$ cat config.mk
export PLATFORM = sky130hd
export DESIGN_NAME = branch_resolve_ctrl
export DESIGN_NICKNAME = d
export VERILOG_FILES = /design/src/rtl/bp_pkg.sv /design/src/rtl/bp_inflight_fifo.sv /design/src/rtl/branch_resolve_ctrl.sv
export SDC_FILE = /design/constraint.sdc
export NUM_CORES = 1
export LEC_CHECK = 0
export BUFFER_PORTS_ARGS = -buffer_cell sky130_fd_sc_hd__buf_2
export CAP_MARGIN = 20
export CORE_ASPECT_RATIO = 0.6
export CORE_UTILIZATION = 52
export DETAILED_ROUTE_END_ITERATION = 12
export PLACE_DENSITY_LB_ADDON = 0.1
export SLEW_MARGIN = 0
export SYNTH_ARGS = -nofsm -noshare
export SYNTH_HDL_FRONTEND = slang
export SYNTH_HIERARCHICAL = 1
export SYNTH_SLANG_ARGS = --single-unit
$ cat constraint.sdc
create_clock -name clk -period 4.8 [get_ports clk]
set_input_delay 0.72 -clock clk [delete_from_list [all_inputs] [get_ports clk]]
set_output_delay 0.72 -clock clk [all_outputs]
set_load 0.05 [all_outputs]
$ cat src/rtl/bp_pkg.sv
// Shared constants and types for the branch resolve controller and its in-flight queue.
package bp_pkg;

  localparam int unsigned IDX_W      = 5;
  localparam int unsigned TABLE_SIZE = 2 ** IDX_W;

  typedef enum logic [1:0] {
    INIT  = 2'd0,
    RUN   = 2'd1,
    FLUSH = 2'd2
  } bp_state_e;

  typedef struct packed {
    logic             taken;
    logic [31:0]      target;
    logic [31:0]      fallthrough;
    logic [IDX_W-1:0] index;
    logic [IDX_W-1:0] ghr;
  } bp_entry_t;

endpackage

$ cat src/rtl/bp_inflight_fifo.sv
// In-order queue of predicted branches awaiting resolution; flush wins over push and pop.
module bp_inflight_fifo
  import bp_pkg::*;
#(
  parameter int unsigned DEPTH = 4
) (
  input  logic                   clk,
  input  logic                   Reset_n,
  input  logic                   push,
  input  logic                   pop,
  input  logic                   flush,
  input  bp_entry_t              push_data,
  output bp_entry_t              head,
  output logic [$clog2(DEPTH):0] count
);

  localparam int unsigned PTR_W = $clog2(DEPTH);
  localparam int unsigned CNT_W = PTR_W + 1;

  bp_entry_t        mem [DEPTH];
  logic [PTR_W-1:0] wr_ptr;
  logic [PTR_W-1:0] rd_ptr;
  logic             do_push;
  logic             do_pop;

  assign do_push = push && (count < CNT_W'(DEPTH));
  assign do_pop  = pop && (count != '0);
  assign head    = mem[rd_ptr];

  // Pointers wrap naturally since DEPTH is a power of two.
  always_ff @(posedge clk or negedge Reset_n) begin
    if (!Reset_n) begin
      wr_ptr <= '0;
      rd_ptr <= '0;
      count  <= '0;
    end else if (flush) begin
      wr_ptr <= '0;
      rd_ptr <= '0;
      count  <= '0;
    end else begin
      if (do_push) wr_ptr <= wr_ptr + PTR_W'(1);
      if (do_pop)  rd_ptr <= rd_ptr + PTR_W'(1);
      count <= count + CNT_W'(do_push) - CNT_W'(do_pop);
    end
  end

  always_ff @(posedge clk) begin
    if (do_push && !flush) mem[wr_ptr] <= push_data;
  end

endmodule

$ cat src/rtl/branch_resolve_ctrl.sv
// Tracks in-flight predicted branches, drives predictor updates and mispredict redirects,
// sweeps the predictor tables after reset and keeps saturating branch statistics.
module branch_resolve_ctrl
  import bp_pkg::*;
#(
  parameter int unsigned Q_DEPTH = 4,
  parameter int unsigned CNT_W   = 16
) (
  input  logic                     clk,
  input  logic                     Reset_n,
  input  logic                     pred_valid,
  output logic                     pred_ready,
  input  logic                     pred_taken,
  input  logic [31:0]              pred_target,
  input  logic [31:0]              pred_fallthrough,
  input  logic [IDX_W-1:0]         pred_index,
  input  logic [IDX_W-1:0]         pred_ghr,
  input  logic                     res_valid,
  input  logic                     res_taken,
  input  logic [31:0]              res_target,
  output logic                     upd_valid,
  output logic [IDX_W-1:0]         upd_index,
  output logic                     upd_taken,
  output logic [31:0]              upd_target,
  output logic                     init_we,
  output logic [IDX_W-1:0]         init_index,
  output logic                     redirect_valid,
  output logic [31:0]              redirect_pc,
  output logic [IDX_W-1:0]         ghr_restore,
  output logic                     busy,
  output logic [$clog2(Q_DEPTH):0] q_count,
  output logic [CNT_W-1:0]         branch_cnt,
  output logic [CNT_W-1:0]         mispred_cnt,
  output logic                     err_underflow
);

  localparam int unsigned QC_W = $clog2(Q_DEPTH) + 1;

  bp_state_e        state_q, state_d;
  logic [IDX_W-1:0] sweep_q, sweep_d;
  bp_entry_t        head, push_entry;
  logic             do_push, do_pop, mispredict;
  logic [QC_W-1:0]  count_d;
  logic [31:0]      actual_pc;

  logic             pred_ready_d, upd_valid_d, upd_taken_d, init_we_d, redirect_valid_d;
  logic             busy_d, err_underflow_d;
  logic [IDX_W-1:0] upd_index_d, init_index_d, ghr_restore_d;
  logic [31:0]      upd_target_d, redirect_pc_d;
  logic [CNT_W-1:0] branch_cnt_d, mispred_cnt_d;

  assign push_entry = '{taken:       pred_taken,
                        target:      pred_target,
                        fallthrough: pred_fallthrough,
                        index:       pred_index,
                        ghr:         pred_ghr};

  // pred_ready already implies RUN and a non-full queue for the current cycle.
  assign do_push    = pred_valid && pred_ready && (state_q == RUN);
  assign do_pop     = res_valid && (state_q != INIT) && (q_count != '0);
  assign mispredict = do_pop && ((res_taken != head.taken) ||
                                 (res_taken && (res_target != head.target)));
  assign actual_pc  = res_taken ? res_target : head.fallthrough;
  assign count_d    = mispredict ? '0 : q_count + QC_W'(do_push) - QC_W'(do_pop);

  bp_inflight_fifo #(.DEPTH(Q_DEPTH)) u_fifo (
    .clk       (clk),
    .Reset_n   (Reset_n),
    .push      (do_push),
    .pop       (do_pop),
    .flush     (mispredict),
    .push_data (push_entry),
    .head      (head),
    .count     (q_count)
  );

  always_comb begin
    state_d          = state_q;
    sweep_d          = sweep_q;
    init_we_d        = 1'b0;
    busy_d           = 1'b0;
    init_index_d     = init_index;
    upd_valid_d      = 1'b0;
    upd_index_d      = upd_index;
    upd_taken_d      = upd_taken;
    upd_target_d     = upd_target;
    redirect_valid_d = 1'b0;
    redirect_pc_d    = redirect_pc;
    ghr_restore_d    = ghr_restore;
    branch_cnt_d     = branch_cnt;
    mispred_cnt_d    = mispred_cnt;
    err_underflow_d  = err_underflow;

    case (state_q)
      INIT: begin
        init_we_d    = 1'b1;
        busy_d       = 1'b1;
        init_index_d = sweep_q;
        sweep_d      = sweep_q + IDX_W'(1);
        if (sweep_q == IDX_W'(TABLE_SIZE - 1)) state_d = RUN;
      end
      RUN:     if (mispredict) state_d = FLUSH;
      FLUSH:   state_d = mispredict ? FLUSH : RUN;
      default: state_d = INIT;
    endcase

    if (do_pop) begin
      upd_valid_d  = 1'b1;
      upd_index_d  = head.index;
      upd_taken_d  = res_taken;
      upd_target_d = actual_pc;
      if (branch_cnt != '1) branch_cnt_d = branch_cnt + CNT_W'(1);
    end

    if (mispredict) begin
      redirect_valid_d = 1'b1;
      redirect_pc_d    = actual_pc;
      ghr_restore_d    = {head.ghr[IDX_W-2:0], res_taken};
      if (mispred_cnt != '1) mispred_cnt_d = mispred_cnt + CNT_W'(1);
    end

    if (res_valid && (state_q != INIT) && (q_count == '0)) err_underflow_d = 1'b1;

    // Ready opens one cycle after the sweep ends and after the single flush cycle.
    pred_ready_d = (state_d == RUN) && (state_q != INIT) && (count_d < QC_W'(Q_DEPTH));
  end

  always_ff @(posedge clk or negedge Reset_n) begin
    if (!Reset_n) begin
      state_q        <= INIT;
      sweep_q        <= '0;
      pred_ready     <= 1'b0;
      upd_valid      <= 1'b0;
      upd_index      <= '0;
      upd_taken      <= 1'b0;
      upd_target     <= '0;
      init_we        <= 1'b0;
      init_index     <= '0;
      redirect_valid <= 1'b0;
      redirect_pc    <= '0;
      ghr_restore    <= '0;
      busy           <= 1'b0;
      branch_cnt     <= '0;
      mispred_cnt    <= '0;
      err_underflow  <= 1'b0;
    end else begin
      state_q        <= state_d;
      sweep_q        <= sweep_d;
      pred_ready     <= pred_ready_d;
      upd_valid      <= upd_valid_d;
      upd_index      <= upd_index_d;
      upd_taken      <= upd_taken_d;
      upd_target     <= upd_target_d;
      init_we        <= init_we_d;
      init_index     <= init_index_d;
      redirect_valid <= redirect_valid_d;
      redirect_pc    <= redirect_pc_d;
      ghr_restore    <= ghr_restore_d;
      busy           <= busy_d;
      branch_cnt     <= branch_cnt_d;
      mispred_cnt    <= mispred_cnt_d;
      err_underflow  <= err_underflow_d;
    end
  end

endmodule

Yosys cells after proc, flatten, opt, wreduce, memory -nomap -nowiden
Memory sizes are Yosys's and may differ from the RTL's.
Cells that the tools add are included.
{ "classes": {"n_addsub": 9, "n_reduce_logical": 22, "n_mux": 16, "order_cmp": 2, "n_eq_ne": 8} }
{ "ops": {"columns": ["operator", "n"], "rows": [
  ["adder 16 x 1 -> 16 bit, second input constant", 2],
  ["2-to-1 mux 32 bit", 1],
  ["inequality test 16 bit, second input constant", 2],
  ["inequality test 32 bit", 1],
  ["2-to-1 mux 2 bit", 7],
  ["logical AND 1 bit", 12],
  ["adder 3 x 1 -> 3 bit", 2],
  ["< comparator 3 bit, second input constant", 2],
  ["2-to-1 mux 3 bit", 2],
  ["case mux 2 bit (3 select lines)", 1],
  ["nonzero test 2 bit", 3],
  ["subtractor 3 x 1 -> 3 bit", 2],
  ["adder 5 x 1 -> 5 bit, second input constant", 1],
  ["equality test 5 bit, second input constant", 1],
  ["2-to-1 mux 1 bit", 5],
  ["adder 2 x 1 -> 2 bit, second input constant", 2],
  ["equality test 2 x 1 -> 1 bit, second input constant", 2],
  ["AND reduction 2 bit", 2],
  ["logical NOT 3 bit", 1],
  ["nonzero test 3 bit", 1],
  ["equality test 2 bit, second input constant", 1],
  ["logical NOT 2 bit", 1],
  ["logical NOT 1 bit", 1],
  ["logical OR 1 bit", 1],
  ["inequality test 1 bit", 1]
]} }
{ "totals": {"in_bits": 112, "n_memories": 1, "mem_bits_rw": 300, "out_inout_bits": 121, "register_bits": 131} }
{ "memory_table": {"columns": ["memory", "words", "word_bits", "read_ports", "rd_clocked_by_memory_dff", "wr", "line", "text"], "rows": [
  ["u_fifo.mem", 4, 75, 1, 0, 1, "bp_inflight_fifo.sv:20", "bp_entry_t mem [DEPTH];"]
]} }

Logic depth before layout (Yosys ltp)
An unclocked memory read counts as a cell.
{ "depth": {"word_depth": 10, "mapped_depth": 14, "ltp_nobuf": 10} }

Modules after synthesis
The synthesis kept the hierarchy.
{ "by_module_without_submodules": {"columns": ["module", "cells_each", "area_per_inst_um2", "instances"], "rows": [
  ["bp_inflight_fifo", 435, 11285.8, 1],
  ["branch_resolve_ctrl", 498, 5705.5, 1]
]} }

Worst setup path before layout
Ideal clock, no wire load.
{ "synth_path": {"kind": "register -> register", "from": "reg u_fifo.rd_ptr[0]", "to": "mem u_fifo/mem[0][0] (netlist bit) (enable)", "arrival_ns": 4.845, "setup_time_ns": 0.442, "n_path_buf": 5, "required_time_ns": 4.358, "synth_period_minus_slack_ns": 5.286, "path_slack_ns": -0.486, "stages_incl_launch_ff": 14, "path_cell_list": "dfrtp_1 > buf_6 > buf_12 > buf_12 > mux4_2 > xor2_1 > or4_4 > nor4_4 > or2b_2 > inv_2 > buf_6 > clkbuf_1 > nor2_1 > and2_1"} }
{ "synth_lines": {"columns": ["item", "line", "text"], "rows": [
  ["from (decl)", "bp_inflight_fifo.sv:22", "logic [PTR_W-1:0] rd_ptr;"],
  ["from (signal assigned)", "bp_inflight_fifo.sv:42", "if (do_pop) rd_ptr <= rd_ptr + PTR_W'(1);"],
  ["to (decl)", "bp_inflight_fifo.sv:20", null]
]} }

==> out/qor.txt <==
# rows = 50
Wirelength, routed = 36900 um
Num CTS Buffers = 39
Crit path capture type = register
Post-Synthesis Cells = 928
CP max FO = 33
DRT iter0 DRCs = 759
Worst VDD drop = 397 uV
Synthesized area = 16800 um2
Worst Path Arrival = 4.29 ns
Final setup fails = 0
Die W = 234 um
IO Pins = 233
Share of cells above drive strength 1 = 36.6%
Die Y = 141 um
Fin crit period = 4.13 ns
Post-DP HPWL = 24500 um
Nature of the critical path startpoint = register
Final hold slack = 0.165 ns
Die ar. = 33100 um2
Synth warn = 6
Area Growth Syn to Fin = 17.5%
Port Buffers = 231
Worst slew margin = 44.6%
CTS root buf = clkbuf_16
Critical Path RT = 4.97 ns
Maximum clock rate = 242 MHz
Largest net degree at the start of global routing = 72
Max-cap violations = 0
Commonest cells after routing, fill and taps aside = edfxtp_1, buf_2, dfrtp_1
Sink Count = 427
Post-Syn Nets = 1053
Worst Setup Path Type = reg -> reg
Initial Utilization = 53.4%
First-pass DRT Iterations = 5
First-pass GRT wire length = 55800 um
Core box area = 31500 um2
RePlAce Congestion = 0.768
Worst Max-Slew Pin Slew = 0.828 ns
# DRC = 0
Pwr/cell area = 589 nW/um2
Worst Hold Class = in -> async
PostCTS Resize Cnt = 0
RSZ-0062 raised after global routing = no
Static leakage = 7.57 nW
Sum of negative setup slack = 0 ns
Via count = 9145
GRT Overall Usage = 22.8%
Fillcell total = 2299
Vias in the first global route = 9112
Hold Buf Count CTS = 0
CTS tree = built
Routed len/inst = 22.6 um
Initial antenna violation count = 8
Fin. Hold Viols = 0
Drt via density = 5.60
Post-CTS Repair Setup Buffers = 0
H-Tree Depth = 2
Syn avg cell area = 18.2 um2
Final period util = 85.9%
Final Skew = 0.0169 ns
Max-slew violations = 0
Status = completed
Net count reported at finish = 1309
FF/Latch Area = 12200 um2
GRT overflow = 0
Clk buf depth = 3
Leading cell type in the layout, fill and taps excluded = edfxtp_1
Area taken by multi-input logic gates = 4390 um2
Register clock-pin slew on the reported worst setup and hold paths = 0.06 ns
Worst-skew pair later-pin latency = 0.54 ns
Routed Antenna Nets = 0
==> area by class of cell <==
type | count | area share [%]
multi-input cells | 445 | 22.1
diodes | 4 | 0.0506
inverters | 15 | 0.284
repair buffers | 256 | 7.20
well taps | 416 | 2.63
clock inverters | 14 | 0.423
clock buffers | 56 | 5.78
flip-flops and latches | 427 | 61.5
==> per-stage QoR <==
stage                     total power [mW]  instances  setup WS (ns)  instance area (um2)  util [%]
after global routing                  12.2       1630          0.480                19800      62.8
after global placement                8.72       1559          0.670                18600      58.9
after CTS                             11.8       1629          0.614                19800      62.8
after detailed placement              8.77       1559          0.627                18600      58.9
after floorplan                       7.81        928          0.358                16900         -
final                                 11.7       1633          0.675                19800      62.8
==> routing by layer <==
layer / GRT usage (%) / up-vias / wire [um]
met5: 0 / - / 46
met4: 5.23 / 8 / 617
met3: 4.98 / 57 / 2330
met2: 32.6 / 253 / 16200
met1: 35.8 / 4728 / 17700
li1: - / 4099 / -
==> state kept, by name, indices dropped and copies added (netlist names), 5 cells and up <==
signal / count
init_index: 5
branch_cnt: 16
mispred_cnt: 16
redirect_pc: 32
u_fifo/mem: 296
ghr_restore: 5
upd_index: 5
upd_target: 32
sweep_q: 5
==> worst max-delay path, cell delays in order, from the launching register on <==
cell,delay [ns]
dfrtp_4,0.60
buf_12,0.31
mux4_2,0.58
xor2_1,0.18
nor4_1,0.52
nand2_1,0.18
nor4_4,0.28
or2b_2,0.17
inv_2,0.04
nor2_1,0.22
and2_4,0.21
buf_4,0.42
==> report_power, final <==
part           leakage (nW)  switching, mW  internal, mW
Sequential             4.28          0.341          4.40
Clock                 0.590           1.34          1.67
Combinational          2.70           2.57          1.35
Total                  7.57           4.25          7.42
==> worst paths after layout <==
check / cells past startpoint / slack, ns / end / from
worst max register to register: 11 / 0.67 / u_fifo/mem[1][36]$_DFFE_PP_ / u_fifo/rd_ptr[0]$_DFFE_PN0P_
worst min-delay path: 1 / 0.16 / redirect_pc[22]$_DFFE_PN0P_ / Reset_n
worst min register to register: 1 / 0.46 / err_underflow$_DFFE_PN0P_ / err_underflow$_DFFE_PN0P_
worst max-delay path: 11 / 0.67 / u_fifo/mem[1][36]$_DFFE_PP_ / u_fifo/rd_ptr[0]$_DFFE_PN0P_
max in group asynchronous: 2 / 3.68 / upd_target[5]$_DFFE_PN0P_ / Reset_n
min in group clk: 1 / 0.39 / u_fifo/mem[1][55]$_DFFE_PP_ / pred_target[13]
Note: power is estimated with default switching activity, not from simulation.
